==> src/rtl/hazard_ctrl.sv <==
// rtl/hazard_ctrl.sv - pipeline hazard controller: load-use stalls, branch flushes, memory freeze
//
// Purpose: generates the stage enables and flushes for a 5-stage pipeline.
//   Per-cycle priority: Reset > MemBusy > taken/pending branch > load-use hazard > normal.
//   A taken branch flushes IF_ID and ID_EX for FLUSH_CYCLES cycles. Values outside
//   1..3 are clamped to 3. A branch that resolves while memory is busy is remembered
//   and flushed once the freeze lifts.
//
// Optional feature: define HAZARD_CTRL_PERF_EN to build the saturating StallCount and
//   FlushCount performance counters. Without it, both outputs are tied to zero.
//
// Ports:
//   CLK                     in   clock, rising edge
//   Reset                   in   synchronous active-high reset
//   IDRs1, IDRs2 [15:0]     in   decode-stage source register indices
//   IDUsesRs1, IDUsesRs2    in   decode instruction reads Rs1 / Rs2
//   EXRd [15:0], EXMemRead  in   destination and load flag of the ID_EX instruction
//   BranchTaken             in   taken branch resolved in EX this cycle
//   MemBusy                 in   data memory not ready, freeze everything
//   PCWrite, IFIDWrite,     out  stage register enables
//   IDEXWrite
//   IFIDFlush, IDEXFlush    out  zero the stage register
//   StallCount, FlushCount  out  performance counters [15:0]

module hazard_ctrl #(
  parameter int FLUSH_CYCLES = 1
) (
  input  logic        CLK,
  input  logic        Reset,
  input  logic [15:0] IDRs1,
  input  logic [15:0] IDRs2,
  input  logic        IDUsesRs1,
  input  logic        IDUsesRs2,
  input  logic [15:0] EXRd,
  input  logic        EXMemRead,
  input  logic        BranchTaken,
  input  logic        MemBusy,
  output logic        PCWrite,
  output logic        IFIDWrite,
  output logic        IDEXWrite,
  output logic        IFIDFlush,
  output logic        IDEXFlush,
  output logic [15:0] StallCount,
  output logic [15:0] FlushCount
);

  localparam int         FC_EFF = (FLUSH_CYCLES < 1 || FLUSH_CYCLES > 3) ? 3 : FLUSH_CYCLES;
  // The branch cycle itself is the first flush cycle, so the counter holds the remainder.
  localparam logic [1:0] RELOAD = 2'(FC_EFF - 1);

  typedef enum logic [1:0] {RUN, MEMWAIT, FLUSH} state_t;

  state_t     state, state_n;
  logic [1:0] cnt, cnt_n;
  logic       pend, pend_n;
  logic       load_use;

  assign load_use = EXMemRead && (EXRd != 16'd0) &&
                    ((IDUsesRs1 && (IDRs1 == EXRd)) || (IDUsesRs2 && (IDRs2 == EXRd)));

  always_ff @(posedge CLK) begin
    if (Reset) begin
      state <= RUN;
      cnt   <= 2'd0;
      pend  <= 1'b0;
    end else begin
      state <= state_n;
      cnt   <= cnt_n;
      pend  <= pend_n;
    end
  end

  always_comb begin
    state_n   = state;
    cnt_n     = cnt;
    pend_n    = pend;
    PCWrite   = 1'b1;
    IFIDWrite = 1'b1;
    IDEXWrite = 1'b1;
    IFIDFlush = 1'b0;
    IDEXFlush = 1'b0;
    if (Reset) begin
      PCWrite   = 1'b0;
      IFIDWrite = 1'b0;
      IDEXWrite = 1'b0;
      IFIDFlush = 1'b1;
      IDEXFlush = 1'b1;
      state_n   = RUN;
      cnt_n     = 2'd0;
      pend_n    = 1'b0;
    end else if (MemBusy) begin
      // Full freeze: nothing moves, the flush counter holds, a branch is only remembered.
      PCWrite   = 1'b0;
      IFIDWrite = 1'b0;
      IDEXWrite = 1'b0;
      state_n   = MEMWAIT;
      if (BranchTaken) pend_n = 1'b1;
    end else if (BranchTaken || pend) begin
      IFIDFlush = 1'b1;
      IDEXFlush = 1'b1;
      cnt_n     = RELOAD;
      pend_n    = 1'b0;
      state_n   = (RELOAD != 2'd0) ? FLUSH : RUN;
    end else if (state != RUN && cnt != 2'd0) begin
      // FLUSH, or the first free cycle after a freeze that interrupted a flush: the
      // remaining squash cycles resume immediately so no wrong-path instruction slips
      // through. Load-use hazards are moot because decode is being squashed.
      IFIDFlush = 1'b1;
      IDEXFlush = 1'b1;
      cnt_n     = cnt - 2'd1;
      state_n   = (cnt == 2'd1) ? RUN : FLUSH;
    end else if (load_use) begin
      // One bubble: hold PC and IF_ID, insert a zeroed ID_EX.
      PCWrite   = 1'b0;
      IFIDWrite = 1'b0;
      IDEXFlush = 1'b1;
      state_n   = RUN;
    end else begin
      state_n   = RUN;
    end
  end

`ifdef HAZARD_CTRL_PERF_EN
  logic [15:0] stall_q, flush_q;
  logic        stall_evt, flush_evt;

  // Outside reset, PCWrite drops only for a freeze or a load-use bubble.
  assign stall_evt = !Reset && !PCWrite;
  assign flush_evt = !Reset && IDEXFlush;

  always_ff @(posedge CLK) begin
    if (Reset) begin
      stall_q <= 16'd0;
      flush_q <= 16'd0;
    end else begin
      if (stall_evt && stall_q != 16'hFFFF) stall_q <= stall_q + 16'd1;
      if (flush_evt && flush_q != 16'hFFFF) flush_q <= flush_q + 16'd1;
    end
  end

  assign StallCount = stall_q;
  assign FlushCount = flush_q;
`else
  assign StallCount = 16'd0;
  assign FlushCount = 16'd0;
`endif

endmodule

==> config.mk <==
export PLATFORM = sky130hd
export DESIGN_NAME = hazard_ctrl
export DESIGN_NICKNAME = d
export VERILOG_FILES = /design/src/rtl/hazard_ctrl.sv
export SDC_FILE = /design/constraint.sdc
export NUM_CORES = 1
export LEC_CHECK = 0
export CORE_MARGIN = 2
export CORE_UTILIZATION = 26
export CTS_CLUSTER_DIAMETER = 60
export DETAILED_ROUTE_END_ITERATION = 16
export PLACE_DENSITY = 0.76
export SYNTH_ARGS = -nofsm -noshare
export SYNTH_HDL_FRONTEND = slang
export SYNTH_SLANG_ARGS = --single-unit
==> constraint.sdc <==
create_clock -name CLK -period 1.5 [get_ports CLK]
set_input_delay 0.225 -clock CLK [delete_from_list [all_inputs] [get_ports CLK]]
set_output_delay 0.225 -clock CLK [all_outputs]
set_load 0.01 [all_outputs]
Word level (Yosys, flattened, before mapping) --
Cells that the tools add are included. Widths: inputs -> output; s select.
Operators by class: add/subtract/negate cells 1, equality and inequality tests 4, multiplexer cells 25, bitwise operators 2, reduce and logical (&&, ||, !) cells 15
Operators by type and width (number):
- $eq 16x16->1 | 2
- $mux 1 | 22
- $reduce_bool 16->1 | 1
- $reduce_bool 2->1 | 4
- $mux 2 | 3
- $logic_and 1x1->1 | 5
- $reduce_and 2->1 | 2
- $reduce_or 4->1 | 1
- $eq 2x1->1 const B | 1
- $logic_or 1x1->1 | 2
- $ne 2x2->1 const B | 1
- $not 1->1 | 2
- $sub 2x1->2 const B | 1
Word-level totals: flip-flop bits (word level) 5, input bits 55, output and inout port bits 37, word-level logic and storage cells 51

Longest topological paths before layout --
Gate-level depths: netlist of run 1.
word-level depth 9, depth in mapped cells 7, mapped depth without buffers 7

Least setup slack after synthesis of run 1 --
Ideal clock, no wire load.
kind register to output, from register cnt[0], to output port IDEXFlush, arrival 1.394 ns, required time 1.275 ns, slack -0.119 ns, cell stages (with the launch flop) 8, buffers on the path 0, cells stage by stage dfxtp_1 -> inv_1 -> ha_1 -> o21ba_2 -> nor3_1 -> or2_2 -> nand2b_1 -> a21o_1
On the way: cells in the longest elaborated chain, start to end 6
Ends and longest elaborated chain:
- start, declared | line 54 | logic [1:0] cnt, cnt_n;
- start signal, assigned | line 68 | cnt <= cnt_n;
- $reduce_bool 2->1 | line 104 | end else if (state != RUN && cnt != 2'd0) begin
- $logic_and 1x1->1 | line 104
- $mux 1 | line 104
- $mux 1 | line 98 | end else if (BranchTaken || pend) begin
- $mux 1 | line 91 | end else if (MemBusy) begin
- $mux 1 | line 82 | if (Reset) begin
- end, declared | line 42 | output logic IDEXFlush,
Every way passes these cells.

Worst setup path in the final report of run 1 --
Ends and elaborated chain as after synthesis.

==> out/metrics.csv, run 1 <==
metric,value,unit
CTS Root Cell,clkbuf_4,
Congestion Overflow GR,0,
critical path endpoint category,primary output,
placed inst area,1560,µm²
syn_area_per_cell,7.94,µm²
"Hold Violations, Final",0,
share of layout cells above drive strength 1,42.1,%
Worst R2R Start,cnt[0],
minimum clock period after layout,1.78,ns
worst vdd ir,0.000137,V
initial antenna violation count,0,
Synth top area share,29.3,%
P per Cell Area,402,nW/µm²
num ports,92,
input/output buffers,59,
Clock Path Buffers,2,
drt total wl,2870,µm
crit path DAT,1.55,ns
Core ar.,3340,µm²
"Data required, critical path",1.27,ns
via count of the routed design,967,
Pleak,0.792,nW
drt first pass iters,4,
HP Start,cnt[1],
die area,3940,µm²
H-tree lvl count,1,
Synth Instances,113,
max-slew violation count,0,
Die W,62.7,µm
final-report setup violation count,4,
Clock Sinks,5,
Fill cells,357,
final setup margin,-0.277,ns
Ys Warns,0,
hold path endpoint,cnt[1],
Main synth FF type,dfxtp_1,
largest net degree at the start of global routing,5,
critical path type,reg -> out,
Final Cycle Share,118,%
post-layout power,660,µW
Residual DRC,0,
Hold Crit Class,reg -> reg,
RSZ-0062 raised after global routing,yes,
Critical Path Fanout Max,2,
sequential cell area,103,µm²
sequential share of the synthesized area,11.2,%
Hold WS,0.571,ns
Num CTS Buffers,3,
first-pass GRT wire length,4380,µm
clock latency on the worst-skew pair,0.25,ns
synthesized cell area,897,µm²
Layout Skew,0.00131,ns
Post-synth top cells,"33 x buf_4, 30 x xor2_1, 9 x nor4_1, 6 x nor3_1",
Post-Layout Cell Count,241,
Place WS,-1.07,ns
status,"finished, violations left",
TritonCTS clock tree,yes,
Reg2Reg Depth,8,
R2R Setup Slk,0.05,ns
Yosys reg bits,5,
Synth async-reset ratio,0,%
# rows,21,
Clock transition at path regs,0.05,ns
post-route cell area,1640,µm²
total track usage,14.2,%
DR vias/cell,4.01,
Final nets,253,
cell accounting for the most synthesized area,xor2_1,
First DRT Iteration DRCs,22,
ANT nets after route,0,
max capacitance violation total,0,
Initial Utilization,26.9,%
Area contributors post-synth,"xor2_1 29%, buf_4 28%, dfxtp_1 11%, nor4_1 6.3%, nor3_1 3.3%",
violated checks,setup timing,
combined area of the multi-input logic cells,802,µm²
Netlist cell types,22,
vias in the first global route,988,
dpl hpwl,2310,µm
Die Ht,62.7,µm
end of the worst register-to-register path,cnt[0],
"count leader, synth",buf_4,
Avg WL per Cell,11.9,µm
Fmax,563,MHz
ant diodes,0,
Placed Cells,234,
Setup crit start kind,register,
hold path cells,3,
synth-to-layout area growth,83.1,%
Post-synth EDFFs,0,
GPL Wtd Cong,0.746,
-- metrics by stage --
step | TNS (ns) | utilization [%]
after detailed placement | -3.83 | 46.7
after floorplan | -0.0142 | -
after global placement | -3.76 | 46.7
after CTS | -1.14 | 46.5
after global routing | -1.15 | 49.2
final | -0.924 | 49.2
-- cell type report --
| class | instances | area share, % |
|---|---|---|
| multi-input combinational | 102 | 48.8 |
| sequential | 5 | 6.25 |
| inverter | 4 | 0.914 |
| clock buffer | 4 | 1.60 |
| timing repair buffer | 80 | 38.9 |
| tap | 46 | 3.50 |
-- metal layers --
metal  global-route usage (%)  vias to the layer above  part of all wire [%]  wire length (µm)
li1                         -                      477                     -                 -
met1                     15.6                      437                    39              1130
met2                     28.0                       48                    54              1540
met3                     2.16                        5                   5.7               163
met4                     3.33                        0                   1.2                34
met5                        0                        -                     0                 0
-- critical path: stages, from the launching register on --
cell and delay [ns]:
dfxtp_2 0.34, inv_2 0.03, ha_2 0.16, o21ba_4 0.23
nor3_4 0.04, or2_4 0.24, nand2b_4 0.07, a21o_1 0.07
buf_2 0.12
-- sequential cells by signal, summed over array words and instances, names as in the netlist --
name   flops
state      2
pend       1
cnt        2
-- where the power goes --
part / leakage (nW) / internal (mW) / switching [mW]
clock: 0.0150 / 0.101 / 0.0621
combinational: 0.735 / 0.184 / 0.175
sequential: 0.0418 / 0.136 / 0.00218
total: 0.792 / 0.421 / 0.239
-- cells in the final DEF (no fill, tap or decap), drive strengths merged --
cell / netlist / routed
nor4: 11 / 11
clkbuf: 0 / 13
o22ai: 1 / 1
o21ba: 1 / 1
a41oi: 1 / 1
or2: 1 / 1
buf: 33 / 41
xor2: 30 / 30
inv: 4 / 4
dfxtp: 5 / 5
nor3: 6 / 6
nand4: 2 / 2
ha: 2 / 2
nand3: 2 / 2
dlymetal6s2s: 0 / 2
clkdlybuf4s50: 0 / 6
conb: 1 / 32
nand2b: 1 / 1
xnor2: 2 / 2
nand2: 1 / 1
a21oi: 2 / 2
dlygate4sd2: 0 / 12
clkdlybuf4s15: 0 / 10
a21boi: 1 / 1
nor2: 5 / 5
a21o: 1 / 1
-- how the worst max path moves through the flow --
stage            start         to  cells past startpoint
5_1_grt         cnt[0]  IDEXFlush                      8
4_1_cts         cnt[0]  IDEXFlush                      8
2_1_floorplan  EXRd[3]    PCWrite                      6
3_3_place_gp   EXRd[4]    PCWrite                      7
6_report        cnt[0]  IDEXFlush                      8
3_5_place_dp   EXRd[3]  IFIDWrite                      7
-- timing repair --
action	CTS	global route
hold buffers	0	0
buffers inserted	0	3
pin swaps	21	18
resized for setup	141	39
endpoints found under the setup margin	7	7
-- cell families after synthesis --
kind of cell / Yosys count / synth area share (%)
compound gates: 7 / 6.28
buf+inv: 37 / 29.3
flops: 5 / 11.2
simple gates: 29 / 18.8
fa+ha+maj: 2 / 2.79
other cells: 1 / 0.418
xor+xnor: 32 / 31.2
Power figures use the tool's default switching activity.
==> run 2, diff against run 1 <==
CORE_ASPECT_RATIO = 0.75   (was unset)
SETUP_SLACK_MARGIN = 0.05   (was unset)
==> run 2 against run 1 <==
Against the previous run:
- the flow still finishes with violations (setup timing)
- power up 9.8%
- final cell count is 4.1% lower
- critical endpoint unchanged
- clock power rose by 50%
- clock skew rose by 0.0012 ns
- utilization decreased by 0.49 points
- maximum frequency up 2.7%
- combinational power shrank 5%
==> out/metrics.csv, run 2 (synthesis results as in run 1) <==
metric,value,unit
status,"finished, violations left",
violated checks,setup timing,
Layout Skew,0.00248,ns
crit path DAT,1.51,ns
setup TNS,-0.985,ns
biggest registers after layout,"cnt: 2 flops, state: 2 flops, pend: 1 flops",
Final Cycle Share,115,%
final-report setup violation count,7,
post-layout power,724,µW
Clock Path Buffers,2,
Clock transition at path regs,0.04,ns
Die Ht,54.9,µm
met1 Resource Use GR,16.9,%
RSZ-0062 raised after global routing,yes,
busiest grt layer,met2,
GPL Wtd Cong,0.809,
CP Cell Sequence,inv_2 -> ha_2 -> o21ba_4 -> nor3_4 -> or2_4 -> nand2b_4 -> a21o_1 -> buf_2,
Hold WS,0.566,ns
minimum clock period after layout,1.73,ns
initial antenna violation count,0,
Pleak,0.752,nW
Critical-path top delay cell,dfxtp_2,
DR vias/cell,4.04,
ANT nets after route,0,
final setup margin,-0.231,ns
num ports,92,
input/output buffers,59,
worst vdd ir,0.000162,V
CTS Root Cell,clkbuf_8,
CTS Hold Buffers Added,0,
Fmax,578,MHz
drt first pass iters,4,
First DRT Iteration DRCs,10,
Core ar.,3290,µm²
largest net degree at the start of global routing,6,
synth-to-layout area growth,78.7,%
Hold Crit Class,reg -> reg,
Critical Path Fanout Max,2,
max-slew violation count,0,
Congestion Overflow GR,0,
Avg WL per Cell,12.1,µm
Num CTS Buffers,3,
"Hold Violations, Final",0,
dpl hpwl,2220,µm
met2 usage,26.4,%
ant diodes,0,
clock latency on the worst-skew pair,0.22,ns
die area,3940,µm²
Final nets,249,
Clock Sinks,5,
drt total wl,2800,µm
TritonCTS clock tree,yes,
via count of the routed design,933,
most frequent cells in the layout,"32 x conb_1, 27 x xor2_1, 19 x buf_2",
Residual DRC,0,
share of layout cells above drive strength 1,37.2,%
first-pass GRT wire length,4080,µm
Die W,71.8,µm
max capacitance violation total,0,
met3 Usage GRT,1.66,%
critical path endpoint category,primary output,
# rows,18,
total track usage,13.9,%
critical path type,reg -> out,
P per Cell Area,452,nW/µm²
Initial Utilization,27.3,%
"leading cell type in the layout, fill and taps excluded",conb_1,
H-tree lvl count,1,
"Data required, critical path",1.27,ns
Setup crit start kind,register,
vias in the first global route,908,
Critical Path Max Stage Delay,0.33,ns
run 2: final timing paths:
kind         startpoint         to  slack [ns]  cells past startpoint
max              cnt[1]  IDEXFlush       -0.23                      8
min                pend       pend        0.57                      2
max reg2reg      cnt[1]     cnt[1]       -0.05                      9
min reg2reg        pend       pend        0.57                      2
run 2: stage by stage:
step / instances / cell area, µm² / worst slack, ns / util, %
global placement: 223 / 1510 / -1.04 / 46.0
CTS: 227 / 1550 / -0.235 / 47.2
finish: 231 / 1600 / -0.231 / 48.7
global route: 231 / 1600 / -0.299 / 48.7
floorplan: 144 / 1020 / -0.0113 / -
detailed placement: 223 / 1510 / -1.06 / 46.0
run 2: area by class of cell:
class | count | area (µm²)
clock buffer | 4 | 45.0
sequential | 5 | 103
tap | 40 | 50.0
fill | 343 | 1690
multi-input combinational | 102 | 777
inverter | 4 | 15.0
timing repair buffer | 76 | 613
run 2: repair_timing:
item / in CTS / in global routing
resized for setup: 165 / 6
pin swaps: 26 / 2
endpoints found under the setup margin: 7 / 7
buffers inserted: 0 / 4
run 2: worst max-delay path: cells and delay by family (launching register included):
family / cells / cell delay [ns]
AO/OA/AOI/OAI: 2 / 0.30
adder cells (fa/ha/maj): 1 / 0.15
flip-flops: 1 / 0.33
AND/OR/NAND/NOR: 3 / 0.35
buffers and inverters: 2 / 0.16
run 2: routing by layer:
| layer | part of all wire (%) | up-vias |
|---|---|---|
| met5 | 0 | - |
| met4 | 0.93 | 0 |
| met3 | 7.6 | 2 |
| met2 | 51 | 44 |
| met1 | 40 | 418 |
| li1 | - | 469 |
run 2: report_power, final:
part           internal, mW  total [mW]  leakage, nW  switching [mW]
clock                 0.182       0.244       0.0228          0.0621
combinational         0.175       0.342        0.688           0.167
sequential            0.136       0.138       0.0418         0.00185
